### src/rtl/cla_pkg.sv
// Shared types and helpers for the pipelined carry-lookahead adder/subtractor.
package cla_pkg;

  typedef enum logic {
    OP_ADD = 1'b0,
    OP_SUB = 1'b1
  } op_t;

  localparam int BLK_DEFAULT = 4;

  function automatic int seg_w(input int w, input int stages);
    return w / stages;
  endfunction

endpackage

### src/rtl/cla_pipe_addsub_if.sv
// Operand/result handshake bundle for cla_pipe_addsub.
// sat_i exists only when CLA_SAT_EN is defined.
interface cla_pipe_addsub_if #(parameter int W = 16);
  import cla_pkg::*;

  logic         in_valid_i;
  logic         in_ready_o;
  logic [W-1:0] A_i;
  logic [W-1:0] B_i;
  logic         P_i;
  op_t          op_i;
`ifdef CLA_SAT_EN
  logic         sat_i;
`endif
  logic         out_valid_o;
  logic         out_ready_i;
  logic [W-1:0] S_o;
  logic         C_o;
  logic         V_o;
  logic         Z_o;
  logic [W:0]   full_add;

`ifdef CLA_SAT_EN
  modport slave  (input  in_valid_i, A_i, B_i, P_i, op_i, sat_i, out_ready_i,
                  output in_ready_o, out_valid_o, S_o, C_o, V_o, Z_o, full_add);
  modport master (output in_valid_i, A_i, B_i, P_i, op_i, sat_i, out_ready_i,
                  input  in_ready_o, out_valid_o, S_o, C_o, V_o, Z_o, full_add);
`else
  modport slave  (input  in_valid_i, A_i, B_i, P_i, op_i, out_ready_i,
                  output in_ready_o, out_valid_o, S_o, C_o, V_o, Z_o, full_add);
  modport master (output in_valid_i, A_i, B_i, P_i, op_i, out_ready_i,
                  input  in_ready_o, out_valid_o, S_o, C_o, V_o, Z_o, full_add);
`endif

endinterface

### src/rtl/cla_seg.sv
// Combinational SW-bit carry-lookahead segment built from BLK-wide groups.
// Also reports the carry into its MSB so the top can derive signed overflow.
module cla_seg #(
  parameter int SW  = 8,
  parameter int BLK = 4
) (
  input  logic [SW-1:0] a,
  input  logic [SW-1:0] b,
  input  logic          cin,
  output logic [SW-1:0] sum,
  output logic          cout,
  output logic          c_msb_in
);
  localparam int NG = SW / BLK;

  logic [SW-1:0] p_s;
  logic [SW-1:0] g_s;
  logic [NG-1:0] gp_s;
  logic [NG-1:0] gg_s;
  logic [NG:0]   gc_s;
  logic [SW:0]   c_s;

  assign p_s = a ^ b;
  assign g_s = a & b;

  // group P/G, lookahead group carries from cin, then bit carries inside each group
  always_comb begin
    logic acc;
    gp_s = '0;
    gg_s = '0;
    gc_s = '0;
    c_s  = '0;
    acc  = 1'b0;
    for (int j = 0; j < NG; j++) begin
      gp_s[j] = &p_s[j*BLK +: BLK];
      acc = 1'b0;
      for (int i = 0; i < BLK; i++) acc = g_s[j*BLK+i] | (p_s[j*BLK+i] & acc);
      gg_s[j] = acc;
    end
    gc_s[0] = cin;
    for (int j = 0; j < NG; j++) begin
      acc = cin;
      for (int i = 0; i <= j; i++) acc = gg_s[i] | (gp_s[i] & acc);
      gc_s[j+1] = acc;
    end
    for (int j = 0; j < NG; j++) begin
      acc = gc_s[j];
      for (int i = 0; i < BLK; i++) begin
        c_s[j*BLK+i] = acc;
        acc = g_s[j*BLK+i] | (p_s[j*BLK+i] & acc);
      end
    end
    c_s[SW] = gc_s[NG];
  end

  assign sum      = p_s ^ c_s[SW-1:0];
  assign cout     = c_s[SW];
  assign c_msb_in = c_s[SW-1];

endmodule

### src/rtl/cla_pipe_addsub.sv
// Pipelined CLA adder/subtractor: one W/STAGES segment resolves per stage, carry registered between.
// Optional saturation on signed overflow is built when CLA_SAT_EN is defined.
module cla_pipe_addsub
  import cla_pkg::*;
#(
  parameter int W      = 16,
  parameter int BLK    = BLK_DEFAULT,
  parameter int STAGES = 2
) (
  input logic              CLK_i,
  input logic              rst_n_i,
  cla_pipe_addsub_if.slave bus
);
  localparam int SW  = seg_w(W, STAGES);
  localparam int LST = STAGES - 1;

  if ((STAGES < 1) || ((W % (STAGES * BLK)) != 0)) begin : g_param_chk
    $error("cla_pipe_addsub: W must be a multiple of STAGES*BLK");
  end

  logic         en_s;
  logic [W-1:0] b_cond_s;
  logic         cin_cond_s;

  logic         vld_r [STAGES];
  logic [W-1:0] a_r   [STAGES];
  logic [W-1:0] b_r   [STAGES];
  logic [W-1:0] s_r   [STAGES];
  logic         c_r   [STAGES];
  logic         v_r;
  logic         z_r;

  logic [W-1:0]  a_in_s     [STAGES];
  logic [W-1:0]  b_in_s     [STAGES];
  logic [W-1:0]  s_in_s     [STAGES];
  logic [W-1:0]  s_nxt_s    [STAGES];
  logic          cin_in_s   [STAGES];
  logic          vld_in_s   [STAGES];
  logic [SW-1:0] seg_sum_s  [STAGES];
  logic          seg_cout_s [STAGES];
  logic          seg_cmsb_s [STAGES];
  logic [W-1:0]  s_fin_s;
  logic          v_fin_s;
`ifdef CLA_SAT_EN
  logic          sat_r      [STAGES];
  logic          sat_in_s   [STAGES];
`endif

  assign en_s           = !vld_r[LST] | bus.out_ready_i;
  assign bus.in_ready_o = en_s;

  // subtraction is A + ~B + 1; P_i is ignored for OP_SUB
  always_comb begin
    if (bus.op_i == OP_SUB) begin
      b_cond_s   = ~bus.B_i;
      cin_cond_s = 1'b1;
    end else begin
      b_cond_s   = bus.B_i;
      cin_cond_s = bus.P_i;
    end
  end

  // stage k takes its operands from stage k-1, stage 0 from the conditioned inputs
  always_comb begin
    a_in_s[0]   = bus.A_i;
    b_in_s[0]   = b_cond_s;
    s_in_s[0]   = '0;
    cin_in_s[0] = cin_cond_s;
    vld_in_s[0] = bus.in_valid_i;
`ifdef CLA_SAT_EN
    sat_in_s[0] = bus.sat_i;
`endif
    for (int k = 1; k < STAGES; k++) begin
      a_in_s[k]   = a_r[k-1];
      b_in_s[k]   = b_r[k-1];
      s_in_s[k]   = s_r[k-1];
      cin_in_s[k] = c_r[k-1];
      vld_in_s[k] = vld_r[k-1];
`ifdef CLA_SAT_EN
      sat_in_s[k] = sat_r[k-1];
`endif
    end
  end

  for (genvar k = 0; k < STAGES; k++) begin : g_seg
    cla_seg #(.SW(SW), .BLK(BLK)) u_seg (
      .a        (a_in_s[k][k*SW +: SW]),
      .b        (b_in_s[k][k*SW +: SW]),
      .cin      (cin_in_s[k]),
      .sum      (seg_sum_s[k]),
      .cout     (seg_cout_s[k]),
      .c_msb_in (seg_cmsb_s[k])
    );
  end

  // splice each resolved segment in; flags and clamp come from the last segment
  always_comb begin
    for (int k = 0; k < STAGES; k++) begin
      s_nxt_s[k] = s_in_s[k];
      s_nxt_s[k][k*SW +: SW] = seg_sum_s[k];
    end
    v_fin_s = seg_cmsb_s[LST] ^ seg_cout_s[LST];
    s_fin_s = s_nxt_s[LST];
`ifdef CLA_SAT_EN
    if (sat_in_s[LST] && v_fin_s) begin
      s_fin_s = a_in_s[LST][W-1] ? {1'b1, {(W-1){1'b0}}} : {1'b0, {(W-1){1'b1}}};
    end else begin
      s_fin_s = s_nxt_s[LST];
    end
`endif
  end

  // pipeline registers; the whole pipe advances together and bubbles are kept
  always_ff @(posedge CLK_i or negedge rst_n_i) begin
    if (!rst_n_i) begin
      for (int k = 0; k < STAGES; k++) begin
        vld_r[k] <= 1'b0;
        a_r[k]   <= '0;
        b_r[k]   <= '0;
        s_r[k]   <= '0;
        c_r[k]   <= 1'b0;
`ifdef CLA_SAT_EN
        sat_r[k] <= 1'b0;
`endif
      end
      v_r <= 1'b0;
      z_r <= 1'b0;
    end else if (en_s) begin
      for (int k = 0; k < STAGES; k++) begin
        vld_r[k] <= vld_in_s[k];
        a_r[k]   <= a_in_s[k];
        b_r[k]   <= b_in_s[k];
        s_r[k]   <= (k == LST) ? s_fin_s : s_nxt_s[k];
        c_r[k]   <= seg_cout_s[k];
`ifdef CLA_SAT_EN
        sat_r[k] <= sat_in_s[k];
`endif
      end
      v_r <= v_fin_s;
      z_r <= ~|s_fin_s;
    end
  end

  assign bus.out_valid_o = vld_r[LST];
  assign bus.S_o         = s_r[LST];
  assign bus.C_o         = c_r[LST];
  assign bus.V_o         = v_r;
  assign bus.Z_o         = z_r;
  assign bus.full_add    = {c_r[LST], s_r[LST]};

endmodule

### src/flat_wrapper.sv
// flat-port wrapper written by rule: the top's interface ports become plain ports
module cla_pipe_addsub_flat import cla_pkg::*;
#(
  parameter int W      = 16,
  parameter int BLK    = BLK_DEFAULT,
  parameter int STAGES = 2
)
  (CLK_i, rst_n_i, bus_in_valid_i, bus_A_i, bus_B_i, bus_P_i, bus_op_i, bus_out_ready_i, bus_in_ready_o, bus_out_valid_o, bus_S_o, bus_C_o, bus_V_o, bus_Z_o, bus_full_add);
  cla_pipe_addsub_if #(.W(W)) bus_i ();
  input logic CLK_i;
  input logic rst_n_i;
  input wire logic [$bits(bus_i.in_valid_i)-1:0] bus_in_valid_i;
  input wire logic [$bits(bus_i.A_i)-1:0] bus_A_i;
  input wire logic [$bits(bus_i.B_i)-1:0] bus_B_i;
  input wire logic [$bits(bus_i.P_i)-1:0] bus_P_i;
  input wire logic [$bits(bus_i.op_i)-1:0] bus_op_i;
  input wire logic [$bits(bus_i.out_ready_i)-1:0] bus_out_ready_i;
  output wire logic [$bits(bus_i.in_ready_o)-1:0] bus_in_ready_o;
  output wire logic [$bits(bus_i.out_valid_o)-1:0] bus_out_valid_o;
  output wire logic [$bits(bus_i.S_o)-1:0] bus_S_o;
  output wire logic [$bits(bus_i.C_o)-1:0] bus_C_o;
  output wire logic [$bits(bus_i.V_o)-1:0] bus_V_o;
  output wire logic [$bits(bus_i.Z_o)-1:0] bus_Z_o;
  output wire logic [$bits(bus_i.full_add)-1:0] bus_full_add;
  assign bus_i.in_valid_i = bus_in_valid_i;
  assign bus_i.A_i = bus_A_i;
  assign bus_i.B_i = bus_B_i;
  assign bus_i.P_i = bus_P_i;
  assign bus_i.op_i = bus_op_i;
  assign bus_i.out_ready_i = bus_out_ready_i;
  assign bus_in_ready_o = bus_i.in_ready_o;
  assign bus_out_valid_o = bus_i.out_valid_o;
  assign bus_S_o = bus_i.S_o;
  assign bus_C_o = bus_i.C_o;
  assign bus_V_o = bus_i.V_o;
  assign bus_Z_o = bus_i.Z_o;
  assign bus_full_add = bus_i.full_add;
  cla_pipe_addsub #(.W(W), .BLK(BLK), .STAGES(STAGES)) u_core (.CLK_i(CLK_i), .rst_n_i(rst_n_i), .bus(bus_i));
endmodule
### config.mk
export PLATFORM = sky130hd
export DESIGN_NAME = cla_pipe_addsub_flat
export DESIGN_NICKNAME = d
export VERILOG_FILES = /design/src/rtl/cla_pkg.sv /design/src/rtl/cla_pipe_addsub_if.sv /design/src/rtl/cla_seg.sv /design/src/rtl/cla_pipe_addsub.sv /design/src/flat_wrapper.sv
export SDC_FILE = /design/constraint.sdc
export NUM_CORES = 1
export LEC_CHECK = 0
export ABC_CLOCK_PERIOD_IN_PS = 4500
export CAP_MARGIN = 20
export CORE_ASPECT_RATIO = 0.5
export CORE_MARGIN = 2
export CORE_UTILIZATION = 52
export DETAILED_ROUTE_END_ITERATION = 10
export HOLD_SLACK_MARGIN = 0.05
export PLACE_DENSITY = 0.83
export SYNTH_ARGS = -nofsm -noshare
export SYNTH_HDL_FRONTEND = slang
export SYNTH_SLANG_ARGS = --single-unit
### constraint.sdc
create_clock -name CLK_i -period 4.5 [get_ports CLK_i]
set_input_delay 1.125 -clock CLK_i [delete_from_list [all_inputs] [get_ports CLK_i]]
set_output_delay 1.125 -clock CLK_i [all_outputs]
set_load 0.02 [all_outputs]
==> out/metrics.csv <==
stage;metric;value;unit
die;die_x;106;um
critical_path;startpoint;bus_op_i;
route;dr.pass1.iters;4;
route;drt-initial-drc-count;72;
route;num_vias;2131;
synthesis;synth_top_family_by_area;simple AND/OR/NAND/NOR gates;
grt;grt_first_pass_wirelength;9.71;mm
grt;grt_use_total;0.221;
run;maxCapViolCount;0;
die;die_area;5790;sq um
power;pwr-share-seq;0.362;
timing;period_needed;4.01;ns
synthesis;synth_cells;288;
power;ir_worst_vdd;0.000253;V
route;met3_length;224;um
route;wl_met1;2.55;mm
cells_and_area;drive_gt1_frac;0.0520;
clock_network;postCtsSetupBuffers;0;
power;leakage;1.60;nW
route;highest_layer;met4;
timing;rsz0062_at_grt;false;
cells_and_area;final_util;0.699;
placement;globalplace.congestion;0.825;
timing;setup_tns;0;ns
critical_path;worst_setup_path_start_kind;input pin;
clock_network;insertion_delay;0.30;ns
power;pwr-share-clk;0.153;
synthesis;synth_fa_ha_area_frac;0.164;
route;routed_wl;5.77;mm
run_status;outcome;complete, no violations;
clock_network;numClockSinks;46;
synthesis;ys_ff_latch;46;
synthesis;synth_xor_area_frac;0.0653;
timing;hold_ws;0.466;ns
synthesis;synthSimpleGateAreaFrac;0.173;
timing;setup_viol;0;
clock_network;root_buffer;clkbuf_8;
cells_and_area;finalNetCount;411;
synthesis;synth_top_area_frac;0.429;
synthesis;synth.cell_area;2680;sq um
synthesis;synthMuxAreaShare;0.00559;
synthesis;synth_seq_area_share;0.429;
critical_path;reg2reg_slack;1.03;ns
synthesis;synth_warnings;0;
grt;first_global_vias;2191;
cells_and_area;diodes;0;
synthesis;synth-main-ff-cell;dfrtp_1;
clock_network;cts_tree;built;
critical_path;r2r-start;u_core.b_in_s[8];
timing;worst_pin_slew;0.550;ns
route;drc;0;
power;p_switching;667;uW
critical_path;critPathKind;input pin to register;
placement;hpwl;4.44;mm
route;wl_met2;2.83;mm
die;row_count;18;
clock_network;cts-htree-levels;2;
synthesis;synth_edf_count;0;
route;wire_per_inst;13.9;um
synthesis;yosysTopAreaCell;dfrtp_1;
clock_network;clk_path_buf_depth;2;
synthesis;synth_area_per_cell;9.32;sq um
die;io_pins;76;
synthesis;yosys.cell_count.top_type;nand2_1;
grt;grt_max_degree;51;
die;core-area;4950;sq um
synthesis;synthArstFlopShare;1.00;
synthesis;synth_nets;354;
synthesis;synth_compound_area_frac;0.0732;
grt;grt.overflow.total;0;
worst_hold_path;min_path_type;register to register;
power;p_int;1.05;mW
power;power.total;1.72;mW
cells_and_area;syn_to_final_growth;29.1;%
cells_and_area;final_cells;416;
timing;hold_violations;0;
critical_path;worstPathMaxFanout;9;
synthesis;ys_types;30;
clock_network;clk_pin_slew;0.08;ns
timing;fmax;0.250;GHz
power;p_per_area;496;nW/um^2
synthesis;synth_commonest_cells;nand2_1, dfrtp_1, a21oi_1;
timing;fin_worst_skew;0.00678;ns
critical_path;cp.arrival;4.18;ns
timing;drv_slew;0;
clock_network;cts-resized-gates;0;
worst_hold_path;hold_start;u_core.vld_in_s[0];
critical_path;crit_required;4.67;ns
clock_network;ctsHoldBuffers;0;
clock_network;numCtsBuffers;5;
die;initial_core_util;0.542;
timing;slew_headroom;0.624;
placement;port_buffers;75;
critical_path;critPathCaptureType;register;
grt;antenna_found_initial;0;
route;antenna_left;0;
power;switching_share;0.388;
die;die_height;54.8;um
synthesis;yosys-top-cells-area;dfrtp_1, nand2_1, fa_1;
placement;dp_cells;407;
route;avgViaCountPerCell;5.12;
timing;finalCritPeriodShare;0.891;
power;p_comb_frac;0.485;
## flip-flops by register name, summed over array words and instances (netlist names)
name,cells
u_core.bus.C_o,1
u_core.bus.Z_o,1
u_core.bus.out_valid_o,1
u_core.vld_in_s,1
u_core.bus.S_o,16
u_core.c_r,1
u_core.bus.V_o,1
u_core.b_in_s,8
u_core.a_in_s,8
u_core.s_fin_s,8
## logic make-up after synthesis
logic type	after synthesis
multiplexers	1
flip-flops	46
AO/OA/AOI/OAI	36
AND/OR/NAND/NOR	113
buffers and inverters	44
XOR/XNOR	20
adder cells (fa/ha/maj)	28
## metal layers
layer	track usage	up-vias
met5	0	-
met4	0.136	0
met3	0.0393	19
met2	0.406	68
met1	0.255	1023
li1	-	1021
## power groups by stage
stage	clock [mW]	sequential (mW)	combinational (mW)
after floorplan	0	0.699	0.451
after global placement	0	0.624	0.804
after detailed placement	0	0.633	0.834
after CTS	0.268	0.624	0.836
after global routing	0.279	0.641	0.910
final	0.264	0.623	0.834
## path summary, 6_finish.rpt
kind | endpoint | cells past startpoint
min in group asynchronous | u_core.a_in_s[8] | 1
worst min-delay path | u_core.vld_in_s[0] | 2
worst max-delay path | u_core.s_fin_s[7] | 11
max in group asynchronous | u_core.bus.out_valid_o | 2
worst max register to register | u_core.bus.Z_o | 9
worst min register to register | u_core.vld_in_s[0] | 2
## area by class of cell
cell class              count  area (sq um)
well taps                  70          87.6
clock buffers               7          86.3
inverters                  15          56.3
fillers                   389          1490
clock inverters             1          5.00
multi-input cells         198          1290
flip-flops and latches     46          1150
repair buffers             79           788
## stage by stage
| step | setup WS, ns | instance area (sq um) |
|---|---|---|
| global route | 0.359 | 3470 |
| floorplan | 0.784 | 2680 |
| CTS | 0.501 | 3450 |
| detailed placement | 0.182 | 3350 |
| finish | 0.492 | 3470 |
| global placement | 0.318 | 3350 |
## critical path, stage by stage
cell and delay [ns]:
clkdlybuf4s50_1 0.75, xor2_1 0.19, ha_1 0.33, o211ai_1 0.10, a21oi_1 0.18, nor2_1 0.09
fa_1 0.38, fa_1 0.40, fa_1 0.39, xor2_1 0.15, a21oi_1 0.08
## cell usage in the layout (no fill, tap or decap), types with 2 or more instances in the layout
cell              n
nand2_1          82
fa_1             12
o21ai_0          10
inv_1            14
nor4_1            4
nor2_1           18
dfrtp_1          46
nand3_1           2
xnor2_1          10
ha_1             16
a21oi_1          20
xor2_1           10
buf_4             3
clkdlybuf4s50_1  74
clkbuf_8          6
No activity file was read; power rests on OpenSTA's default activity.
